===== src/rtl/or_unit_arbiter_if.sv =====
// Request/operand/result bundle between four requesters and or_unit_arbiter.
// Requesters use the master modport; the arbiter uses the slave modport.
interface or_unit_arbiter_if #(
  parameter int WIDTH = 8
);
  logic [3:0]         req;
  logic [4*WIDTH-1:0] a_bus;
  logic [4*WIDTH-1:0] b_bus;
  logic [3:0]         gnt;
  logic [3:0]         ack;
  logic [WIDTH-1:0]   s;
  logic [1:0]         id;
  logic               valid;
  logic               busy;

  modport master (
    output req, a_bus, b_bus,
    input  gnt, ack, s, id, valid, busy
  );

  modport slave (
    input  req, a_bus, b_bus,
    output gnt, ack, s, id, valid, busy
  );
endinterface


===== src/rtl/or_unit_arbiter.sv =====
// Four-requester arbiter feeding a shared registered OR unit (s = A | B).
// Macro OR_ARB_FAIR_EN selects round-robin; otherwise fixed priority (req[0] highest).
module or_unit_arbiter #(
  parameter int WIDTH = 8
) (
  input logic          clk,
  input logic          rst_n,
  or_unit_arbiter_if.slave bus
);

  typedef enum logic [1:0] {
    IDLE    = 2'd0,
    CAPTURE = 2'd1,
    EXEC    = 2'd2,
    DONE    = 2'd3
  } state_t;

  state_t           state_r;
  state_t           next_state_s;
  logic [1:0]       winner_s;
  logic [1:0]       winner_r;
  logic [WIDTH-1:0] a_sel_s;
  logic [WIDTH-1:0] b_sel_s;
  logic [WIDTH-1:0] a_lat_r;
  logic [WIDTH-1:0] b_lat_r;
  logic [WIDTH-1:0] s_r;
  logic [1:0]       id_r;
  logic [3:0]       gnt_r;
  logic [3:0]       ack_r;
  logic             valid_r;
  logic             busy_r;

  function automatic logic [1:0] first_set(input logic [3:0] r);
    logic [1:0] idx;
    casez (r)
      4'b???1: idx = 2'd0;
      4'b??10: idx = 2'd1;
      4'b?100: idx = 2'd2;
      4'b1000: idx = 2'd3;
      default: idx = 2'd0;
    endcase
    return idx;
  endfunction

  function automatic logic [3:0] onehot(input logic [1:0] i);
    return 4'b0001 << i;
  endfunction

`ifdef OR_ARB_FAIR_EN
  logic [1:0] ptr_r;
  logic [3:0] rot_s;

  // Round-robin winner: rotate req so the pointer slot is bit 0, then pick lowest.
  always_comb begin
    rot_s    = 4'({bus.req, bus.req} >> ptr_r);
    winner_s = ptr_r + first_set(rot_s);
  end

  // Priority pointer advances past each granted requester.
  always_ff @(posedge clk) begin
    if (!rst_n) begin
      ptr_r <= 2'd0;
    end else if ((state_r == IDLE) && (bus.req != 4'b0000)) begin
      ptr_r <= winner_s + 2'd1;
    end else begin
      ptr_r <= ptr_r;
    end
  end
`else
  // Fixed-priority winner: lowest-numbered active request.
  always_comb begin
    winner_s = first_set(bus.req);
  end
`endif

  // State register.
  always_ff @(posedge clk) begin
    if (!rst_n) begin
      state_r <= IDLE;
    end else begin
      state_r <= next_state_s;
    end
  end

  // Next-state logic; every non-IDLE state lasts one cycle.
  always_comb begin
    next_state_s = state_r;
    case (state_r)
      IDLE: begin
        if (bus.req != 4'b0000) begin
          next_state_s = CAPTURE;
        end else begin
          next_state_s = IDLE;
        end
      end
      CAPTURE: next_state_s = EXEC;
      EXEC:    next_state_s = DONE;
      DONE:    next_state_s = IDLE;
      default: next_state_s = IDLE;
    endcase
  end

  // Operand slice of the current winner.
  always_comb begin
    a_sel_s = '0;
    b_sel_s = '0;
    case (winner_r)
      2'd0: begin
        a_sel_s = bus.a_bus[0*WIDTH +: WIDTH];
        b_sel_s = bus.b_bus[0*WIDTH +: WIDTH];
      end
      2'd1: begin
        a_sel_s = bus.a_bus[1*WIDTH +: WIDTH];
        b_sel_s = bus.b_bus[1*WIDTH +: WIDTH];
      end
      2'd2: begin
        a_sel_s = bus.a_bus[2*WIDTH +: WIDTH];
        b_sel_s = bus.b_bus[2*WIDTH +: WIDTH];
      end
      2'd3: begin
        a_sel_s = bus.a_bus[3*WIDTH +: WIDTH];
        b_sel_s = bus.b_bus[3*WIDTH +: WIDTH];
      end
      default: begin
        a_sel_s = '0;
        b_sel_s = '0;
      end
    endcase
  end

  // Datapath and registered outputs; each is set on the edge entering its state.
  always_ff @(posedge clk) begin
    if (!rst_n) begin
      winner_r <= 2'd0;
      a_lat_r  <= '0;
      b_lat_r  <= '0;
      s_r      <= '0;
      id_r     <= 2'd0;
      gnt_r    <= 4'b0000;
      ack_r    <= 4'b0000;
      valid_r  <= 1'b0;
      busy_r   <= 1'b0;
    end else begin
      busy_r <= (next_state_s != IDLE);
      case (state_r)
        IDLE: begin
          if (bus.req != 4'b0000) begin
            winner_r <= winner_s;
            gnt_r    <= onehot(winner_s);
          end else begin
            gnt_r    <= 4'b0000;
          end
        end
        CAPTURE: begin
          gnt_r   <= 4'b0000;
          a_lat_r <= a_sel_s;
          b_lat_r <= b_sel_s;
        end
        EXEC: begin
          s_r     <= a_lat_r | b_lat_r;
          id_r    <= winner_r;
          valid_r <= 1'b1;
          ack_r   <= onehot(winner_r);
        end
        DONE: begin
          valid_r <= 1'b0;
          ack_r   <= 4'b0000;
        end
        default: begin
          gnt_r   <= 4'b0000;
          valid_r <= 1'b0;
          ack_r   <= 4'b0000;
        end
      endcase
    end
  end

  assign bus.gnt   = gnt_r;
  assign bus.ack   = ack_r;
  assign bus.s     = s_r;
  assign bus.id    = id_r;
  assign bus.valid = valid_r;
  assign bus.busy  = busy_r;

endmodule

===== src/flat_wrapper.sv =====
// flat-port wrapper written by rule: the top's interface ports become plain ports
module or_unit_arbiter_flat 
#(
  parameter int WIDTH = 8
)
  (clk, rst_n, bus_req, bus_a_bus, bus_b_bus, bus_gnt, bus_ack, bus_s, bus_id, bus_valid, bus_busy);
  or_unit_arbiter_if #(.WIDTH(WIDTH)) bus_i ();
  input logic clk;
  input logic rst_n;
  input wire logic [$bits(bus_i.req)-1:0] bus_req;
  input wire logic [$bits(bus_i.a_bus)-1:0] bus_a_bus;
  input wire logic [$bits(bus_i.b_bus)-1:0] bus_b_bus;
  output wire logic [$bits(bus_i.gnt)-1:0] bus_gnt;
  output wire logic [$bits(bus_i.ack)-1:0] bus_ack;
  output wire logic [$bits(bus_i.s)-1:0] bus_s;
  output wire logic [$bits(bus_i.id)-1:0] bus_id;
  output wire logic [$bits(bus_i.valid)-1:0] bus_valid;
  output wire logic [$bits(bus_i.busy)-1:0] bus_busy;
  assign bus_i.req = bus_req;
  assign bus_i.a_bus = bus_a_bus;
  assign bus_i.b_bus = bus_b_bus;
  assign bus_gnt = bus_i.gnt;
  assign bus_ack = bus_i.ack;
  assign bus_s = bus_i.s;
  assign bus_id = bus_i.id;
  assign bus_valid = bus_i.valid;
  assign bus_busy = bus_i.busy;
  or_unit_arbiter #(.WIDTH(WIDTH)) u_core (.clk(clk), .rst_n(rst_n), .bus(bus_i));
endmodule

===== config.mk =====
export PLATFORM = sky130hd
export DESIGN_NAME = or_unit_arbiter_flat
export DESIGN_NICKNAME = d
export VERILOG_FILES = /design/src/rtl/or_unit_arbiter_if.sv /design/src/rtl/or_unit_arbiter.sv /design/src/flat_wrapper.sv
export SDC_FILE = /design/constraint.sdc
export NUM_CORES = 1
export LEC_CHECK = 0
export ABC_CLOCK_PERIOD_IN_PS = 3300
export BUFFER_PORTS_ARGS = -buffer_cell sky130_fd_sc_hd__buf_2
export CAP_MARGIN = 15
export CORE_MARGIN = 2
export CORE_UTILIZATION = 50
export CTS_CLUSTER_SIZE = 40
export DETAILED_ROUTE_END_ITERATION = 10
export GPL_TIMING_DRIVEN = 1
export PLACE_DENSITY = 0.86
export SYNTH_ARGS = -nofsm -noshare
export SYNTH_HDL_FRONTEND = slang
export SYNTH_SLANG_ARGS = --single-unit

===== constraint.sdc =====
create_clock -name clk -period 3.3 [get_ports clk]
set_input_delay 0.495 -clock clk [delete_from_list [all_inputs] [get_ports clk]]
set_output_delay 0.495 -clock clk [all_outputs]
set_load 0.005 [all_outputs]

# [Yosys cells after proc, flatten, opt, wreduce, memory -nomap -nowiden]
# Cells that the tools add are included.
# Widths: inputs -> output; s select.
[classes] eq_ne=9 n_shift=2 mux=9 bitwise_logic=1 reduce_logical=7
[op_table] op="$pmux 8 s4" count=2
[op_table] op="$pmux 4 s2" count=2
[op_table] op="$eq 2x2->1 const B" count=5
[op_table] op="$or 8x8->8" count=1
[op_table] op="$pmux 2 s4" count=1
[op_table] op="$shl 1x2->4 const A" count=2
[op_table] op="$pmux 2 s3" count=1
[op_table] op="$reduce_bool 2->1" count=3
[op_table] op="$eq 2x1->1 const B" count=2
[op_table] op="$eq 4x4->1 const B" count=1
[op_table] op="$logic_not 2->1" count=2
[op_table] op="$mux 4" count=1
[op_table] op="$reduce_bool 4->1" count=1
[op_table] op="$eq 3x3->1 const B" count=1
[op_table] op="$pmux 1 s2" count=1
[op_table] op="$reduce_and 2->1" count=1
[op_table] op="$mux 1" count=1
[word_totals] register_bits=40 in_bits=70 out_inout_bits=20 elab_cells=38

# [Longest topological paths before layout]
# Gate-level depths: netlist of run 1.
[logic_depth] depth_word=5 depth_mapped=6 mapped_depth_nobuf=5

# [Worst setup path after synthesis of run 1]
# No wires, ideal clock.
[synth_path] path_type="register to register" start="reg u_core.state_r[1]" end="reg u_core.b_lat_r[7]" setup_time_ns=0.133 arrival_time_ns=1.102 required_time_ns=3.167 path_slack_ns=2.065 stages_incl_launch_ff=7 path_buffers=2 cell_sequence="dfxtp_1 inv_1 ha_1 buf_2 nand3_2 buf_6 o221ai_1"
[synth_between] elab_chain_cells=1
[synth_lines] item="start, declared" line="or_unit_arbiter.sv:18" text="state_t state_r;"
[synth_lines] item="start signal, assigned" line="or_unit_arbiter.sv:81" text="state_r <= next_state_s;"
[synth_lines] item="$eq 2x1->1" line="or_unit_arbiter.sv:145" text="case (state_r)"
[synth_lines] item="end signal, assigned" line="or_unit_arbiter.sv:157" text="b_lat_r <= b_sel_s;"
[synth_lines] item="end, declared" line="or_unit_arbiter.sv:25" text="logic [WIDTH-1:0] b_lat_r;"
# Every way passes these cells.
# A chain may end at the register's enable or synchronous reset.

# [Worst setup path after layout of run 1]
[layout_path] start="reg u_core.state_r[1]" end="reg u_core.a_lat_r[4]"
[layout_between] elab_chain_cells=1
[layout_lines] item="$eq 2x1->1" line="or_unit_arbiter.sv:145"
[layout_lines] item="end signal, assigned" line="or_unit_arbiter.sv:156" text="a_lat_r <= a_sel_s;"
[layout_lines] item="end, declared" line="or_unit_arbiter.sv:24" text="logic [WIDTH-1:0] a_lat_r;"
# Every way passes these cells.

==> results.ini, run 1 <==
[drt]
wl_met3_um=300
top_layer=met4
drc=0
vias_per_cell=5.45
wl_um=4580
drt_iter0_markers=95
ant_nets=0
drt-met1-wl_um=1990
dr_wl_met2_um=2190
wl_per_cell_um=14.0
dr.pass1.iters=4
vias=1786

[synthesis]
syn_area_mm2=0.00200
mappedNetlistNets=273
synth_edf_count=0
yosys_register_bits=40
synth.distinct_cells=32
synth-main-ff-cell=dfxtp_1
yosysWarningCount=0
synthArstFlopShare=0
syn_inst=199
ys_seq_area_frac=0.401
syn_avg_cell_area_um2=10.0

[power]
ir_drop_v=0.000402
leakage_nw=1.08
pwr-share-clk=0.221
power.switching_w=0.000469
internal-power_w=0.000943
power_density_mw_per_mm2=568
power_frac_comb=0.305
p_seq_frac=0.474
sw_frac_of_total=0.332

[clock_tree]
cts_tree=built
numCtsBuffers=5
hold_buffers=0
clk_pin_slew_ns=0.08
cts_buffer_depth=2
htree_levels=2
post_cts_buffers=0
root_buffer=clkbuf_8
cts.sinks=40
clock_latency_ns=0.30
post_cts_resized=0

[global_routing]
grt_usage=0.215
grt_pass1_wl_um=7250
grt_overflow_total=0
antenna_found_initial=0
grt_max_degree=38
grt_pass1_vias=1687

[layout]
multi_input_area_mm2=0.00108
fillerInstances=324
final_nets=354
final_cell_mix=buf_2, dfxtp_1, mux2i_1
area.sequential_um2=802
final_common_cell=buf_2
syn_to_final_growth_pct=24.6
drive_gt1_frac=0.386
diodes=0
fin_util=0.664

[sta]
setup_tns_ns=0
finalMaxSlewViolations=0
fmax_mhz=538
worst_pin_slew_ns=1.01
fin_skew_ns=0.00601
finalHoldViolations=0
post-route-period-util=0.563
rsz0062_at_grt=no
max_slew_margin=0.328
min_period_ns=1.86
finalSetupViolCount=0

[floorplan]
row_count=22
die_h_um=67.2
pin_count=90
dieWidth_um=67.2
coreArea_mm2=0.00374
dieArea_mm2=0.00452
start_util=0.533

[worst_setup_path]
start_kind=register
arrival_ns=2.07
path_max_fanout=19
worst_ep_required_time_ns=3.51
critical_path_class=reg2reg
cp-end-kind=register

[status]
status=finished, final reports clean

[job]
cap_viol_max_count=0

[placement]
gp_congestion=0.781
hpwl_um=3380
io_buffers=89

[hold_path]
hp-class=reg2reg

## synth_stat cells, types with 2 or more instances
master | number | area, um^2
buf_4 | 3 | 22.5
clkbuf_1 | 3 | 11.3
o21ai_0 | 10 | 50.1
buf_6 | 3 | 33.8
o221ai_1 | 8 | 70.1
and2_1 | 2 | 12.5
nor2b_1 | 3 | 18.8
ha_1 | 4 | 50.1
nand2b_1 | 5 | 31.3
nor2_1 | 15 | 56.3
a21oi_1 | 14 | 70.1
mux2i_1 | 34 | 340
dfxtp_1 | 40 | 801
buf_2 | 6 | 30.0
nand3b_1 | 17 | 128
o221ai_2 | 8 | 120
nand2_1 | 5 | 18.8
o21ai_1 | 3 | 15.0
inv_1 | 3 | 11.3
## logic make-up (layout without fill, tap and decap cells)
| group | count (synthesis) | after routing | synth area share |
|---|---|---|---|
| fa+ha+maj | 4 | 4 | 0.0251 |
| buf+inv | 19 | 100 | 0.0564 |
| flops | 40 | 40 | 0.401 |
| compound gates | 48 | 48 | 0.182 |
| mux | 34 | 34 | 0.170 |
| simple gates | 54 | 54 | 0.165 |
## critical path, stage by stage (launching register included)
cell      delay [ns]
dfxtp_1         0.33
inv_1           0.08
ha_1            0.51
nand3_2         0.51
o221ai_1        0.34
## registers in the layout, indices dropped and copies added (netlist names)
register,cells
u_core.a_lat_r,8
u_core.bus.valid,1
u_core.winner_r,2
u_core.state_r,2
u_core.bus.ack,4
u_core.bus.s,8
u_core.bus.gnt,4
u_core.bus.busy,1
u_core.bus.id,2
u_core.b_lat_r,8
## area by class of cell
| type | count | share of cell area |
|---|---|---|
| inverter | 4 | 0.00604 |
| clock inverter | 2 | 0.00503 |
| clock buffer | 5 | 0.0277 |
| sequential | 40 | 0.322 |
| timing repair buffer | 89 | 0.179 |
| tap | 48 | 0.0241 |
| multi-input combinational | 140 | 0.436 |
## metal layers
layer	GRT usage	vias up
met3	0.0500	9
met5	0	-
met2	0.361	61
li1	-	893
met1	0.262	823
met4	0.0944	0
## per-stage QoR
step                      area (um^2)  setup WS [ns]  hold WS [ns]  total power (W)  cells
after floorplan                  2000           2.06         0.456         0.000980    199
after global placement           2410           1.52         0.454          0.00110    321
after detailed placement         2410           1.44         0.456          0.00111    321
after CTS                        2490           1.44         0.469          0.00142    328
after global routing             2490           1.20         0.488          0.00150    328
final                            2490           1.44         0.466          0.00141    328
## power by group through the flow
stage | clock (W) | combinational [W] | sequential, W
floorplan | 0 | 0.000351 | 0.000629
global placement | 0 | 0.000418 | 0.000678
detailed placement | 0 | 0.000431 | 0.000678
CTS | 0.000317 | 0.000432 | 0.000669
global route | 0.000336 | 0.000479 | 0.000684
finish | 0.000312 | 0.000431 | 0.000670
## final timing paths
kind | slack [ns] | from | endpoint | cells past startpoint
worst max-delay path | 1.44 | u_core.state_r[1] | u_core.a_lat_r[4] | 4
worst min-delay path | 0.47 | u_core.bus.id[0] | u_core.bus.id[0] | 2
worst max register to register | 1.44 | u_core.state_r[1] | u_core.a_lat_r[4] | 4
worst min register to register | 0.47 | u_core.bus.id[0] | u_core.bus.id[0] | 2
No activity file was read; power rests on OpenSTA's default activity.
==> run 2: changes to the inputs <==
--- a/config.mk
+++ b/config.mk
@@ -5,15 +5,15 @@
 export SDC_FILE = /design/constraint.sdc
 export NUM_CORES = 1
 export LEC_CHECK = 0
-export ABC_CLOCK_PERIOD_IN_PS = 3300
+export ABC_CLOCK_PERIOD_IN_PS = 1900
 export BUFFER_PORTS_ARGS = -buffer_cell sky130_fd_sc_hd__buf_2
 export CAP_MARGIN = 15
 export CORE_MARGIN = 2
-export CORE_UTILIZATION = 50
+export CORE_UTILIZATION = 47
 export CTS_CLUSTER_SIZE = 40
 export DETAILED_ROUTE_END_ITERATION = 10
 export GPL_TIMING_DRIVEN = 1
-export PLACE_DENSITY = 0.86
+export PLACE_DENSITY = 0.82
 export SYNTH_ARGS = -nofsm -noshare
 export SYNTH_HDL_FRONTEND = slang
 export SYNTH_SLANG_ARGS = --single-unit
==> constraint.sdc (replaced) <==
create_clock -name clk -period 1.9 [get_ports clk]
set_input_delay 0.285 -clock clk [delete_from_list [all_inputs] [get_ports clk]]
set_output_delay 0.285 -clock clk [all_outputs]
set_load 0.005 [all_outputs]
==> run 2 against run 1 <==
Compared with the run above:
- maximum frequency up 13%
- clock power is 69% higher
- via count decreased by 0.17%
- clock skew is 0.0027 ns lower
- power up 75%
- global-route usage fell by 0.61 points
- sequential share of layout area shrank 0.57 points
- worst hold slack got worse by 0.19 ns
- non-clock buffer count grew 4
- routed wire length grew 3.8%
- utilization decreased by 4.0 points
- die area up 6.0%
- critical endpoint is now u_core.b_lat_r[4]
- highest routed layer unchanged
==> results.ini, run 2 (synthesis gave the netlist of run 1 again) <==
[layout]
drive_gt1_frac=0.394
final_nets=358
final_cell_mix=buf_2, dfxtp_1, mux2i_1
diodes=0
fillerInstances=355
area.sequential_um2=802
final_common_cell=buf_2
multi_input_area_mm2=0.00108
fin_cells=334
fin_util=0.624
syn_to_final_growth_pct=26.8

[floorplan]
start_util=0.492
dieArea_mm2=0.00479
die_h_um=69.2
dieWidth_um=69.2
coreArea_mm2=0.00406
pin_count=90
row_count=23

[power]
leakage_nw=1.10
ir_drop_v=0.000477
power_density_mw_per_mm2=976

[global_routing]
grt_usage=0.209
grt_pass1_wl_um=8160
antenna_found_initial=0
grt_pass1_vias=1766
grt_overflow_total=0
grt_max_degree=33

[placement]
hpwl_um=3570
placed_cells=327
gp_congestion=0.800
io_buffers=89

[clock_tree]
cts_tree=built
post_cts_resized=0
clock_latency_ns=0.29
clk_pin_slew_ns=0.07
cts_buffer_depth=2
root_buffer=clkbuf_8
hold_buffers=0
cts.sinks=40
htree_levels=2
numCtsBuffers=5
post_cts_buffers=0

[worst_setup_path]
cp-end-kind=register
path_max_fanout=16
critical_path_class=reg2reg
start_kind=register
arrival_ns=1.84
worst_ep_required_time_ns=2.11

[sta]
fin_skew_ns=0.00332
rsz0062_at_grt=no
max_slew_margin=0.704
finalMaxSlewViolations=0
min_period_ns=1.64
whs_ns=0.279
finalSetupViolCount=0
setup_tns_ns=0
finalHoldViolations=0
worst_pin_slew_ns=0.444
post-route-period-util=0.862
fmax_mhz=611

[hold_path]
hp-class=in2reg

[drt]
drt_iter0_markers=157
wl_um=4750
drc=0
vias_per_cell=5.34
wl_per_cell_um=14.2
vias=1783
ant_nets=0
dr.pass1.iters=4

[job]
cap_viol_max_count=0

[status]
status=finished, final reports clean

run 2: changes by cell type in the layout (fill, tap and decap cells not counted), sizes merged:
| cell | previous run | this run |
|---|---|---|
| buf | 89 | 93 |
run 2: through the flow:
stage | power [W] | area (um^2) | setup WS (ns)
global placement | 0.00194 | 2450 | 0.375
floorplan | 0.00170 | 2000 | 0.665
global route | 0.00264 | 2530 | 0.0809
finish | 0.00247 | 2530 | 0.262
CTS | 0.00249 | 2530 | 0.234
detailed placement | 0.00196 | 2450 | 0.287
run 2: layer usage:
metal | wire length [um] | track usage | up-vias
met5 | 0 | 0 | -
met4 | 48 | 0.0697 | 0
met3 | 247 | 0.0596 | 6
met2 | 2420 | 0.354 | 61
met1 | 2040 | 0.254 | 818
li1 | - | - | 898
run 2: area by class of cell:
| cell class | instances | area share |
|---|---|---|
| Tap cell | 50 | 0.0247 |
| Sequential cell | 40 | 0.317 |
| Inverter | 4 | 0.00593 |
| Clock inverter | 2 | 0.00494 |
| Clock buffer | 5 | 0.0272 |
| Timing Repair Buffer | 93 | 0.193 |
| Multi-Input combinational cell | 140 | 0.428 |
run 2: path summary, 6_finish.rpt:
check / startpoint / to / slack, ns / cells after the start
worst max-delay path: u_core.state_r[1] / u_core.b_lat_r[4] / 0.26 / 4
worst max register to register: u_core.state_r[1] / u_core.b_lat_r[4] / 0.26 / 4
worst min-delay path: bus_a_bus[9] / u_core.a_lat_r[1] / 0.28 / 3
worst min register to register: u_core.bus.ack[2] / u_core.bus.ack[2] / 0.47 / 2
run 2: report_power, final:
part           switching (W)  total [W]  internal [W]  leakage (nW)
registers           0.000105    0.00110      0.000999         0.327
clock network       0.000280   0.000528      0.000248        0.0400
logic               0.000425   0.000839      0.000414         0.732
run 2: critical path, stage by stage (launching register included):
cell and delay (ns):
dfxtp_1 0.34, inv_1 0.08, ha_1 0.37, nand3_2 0.43, o221ai_2 0.33
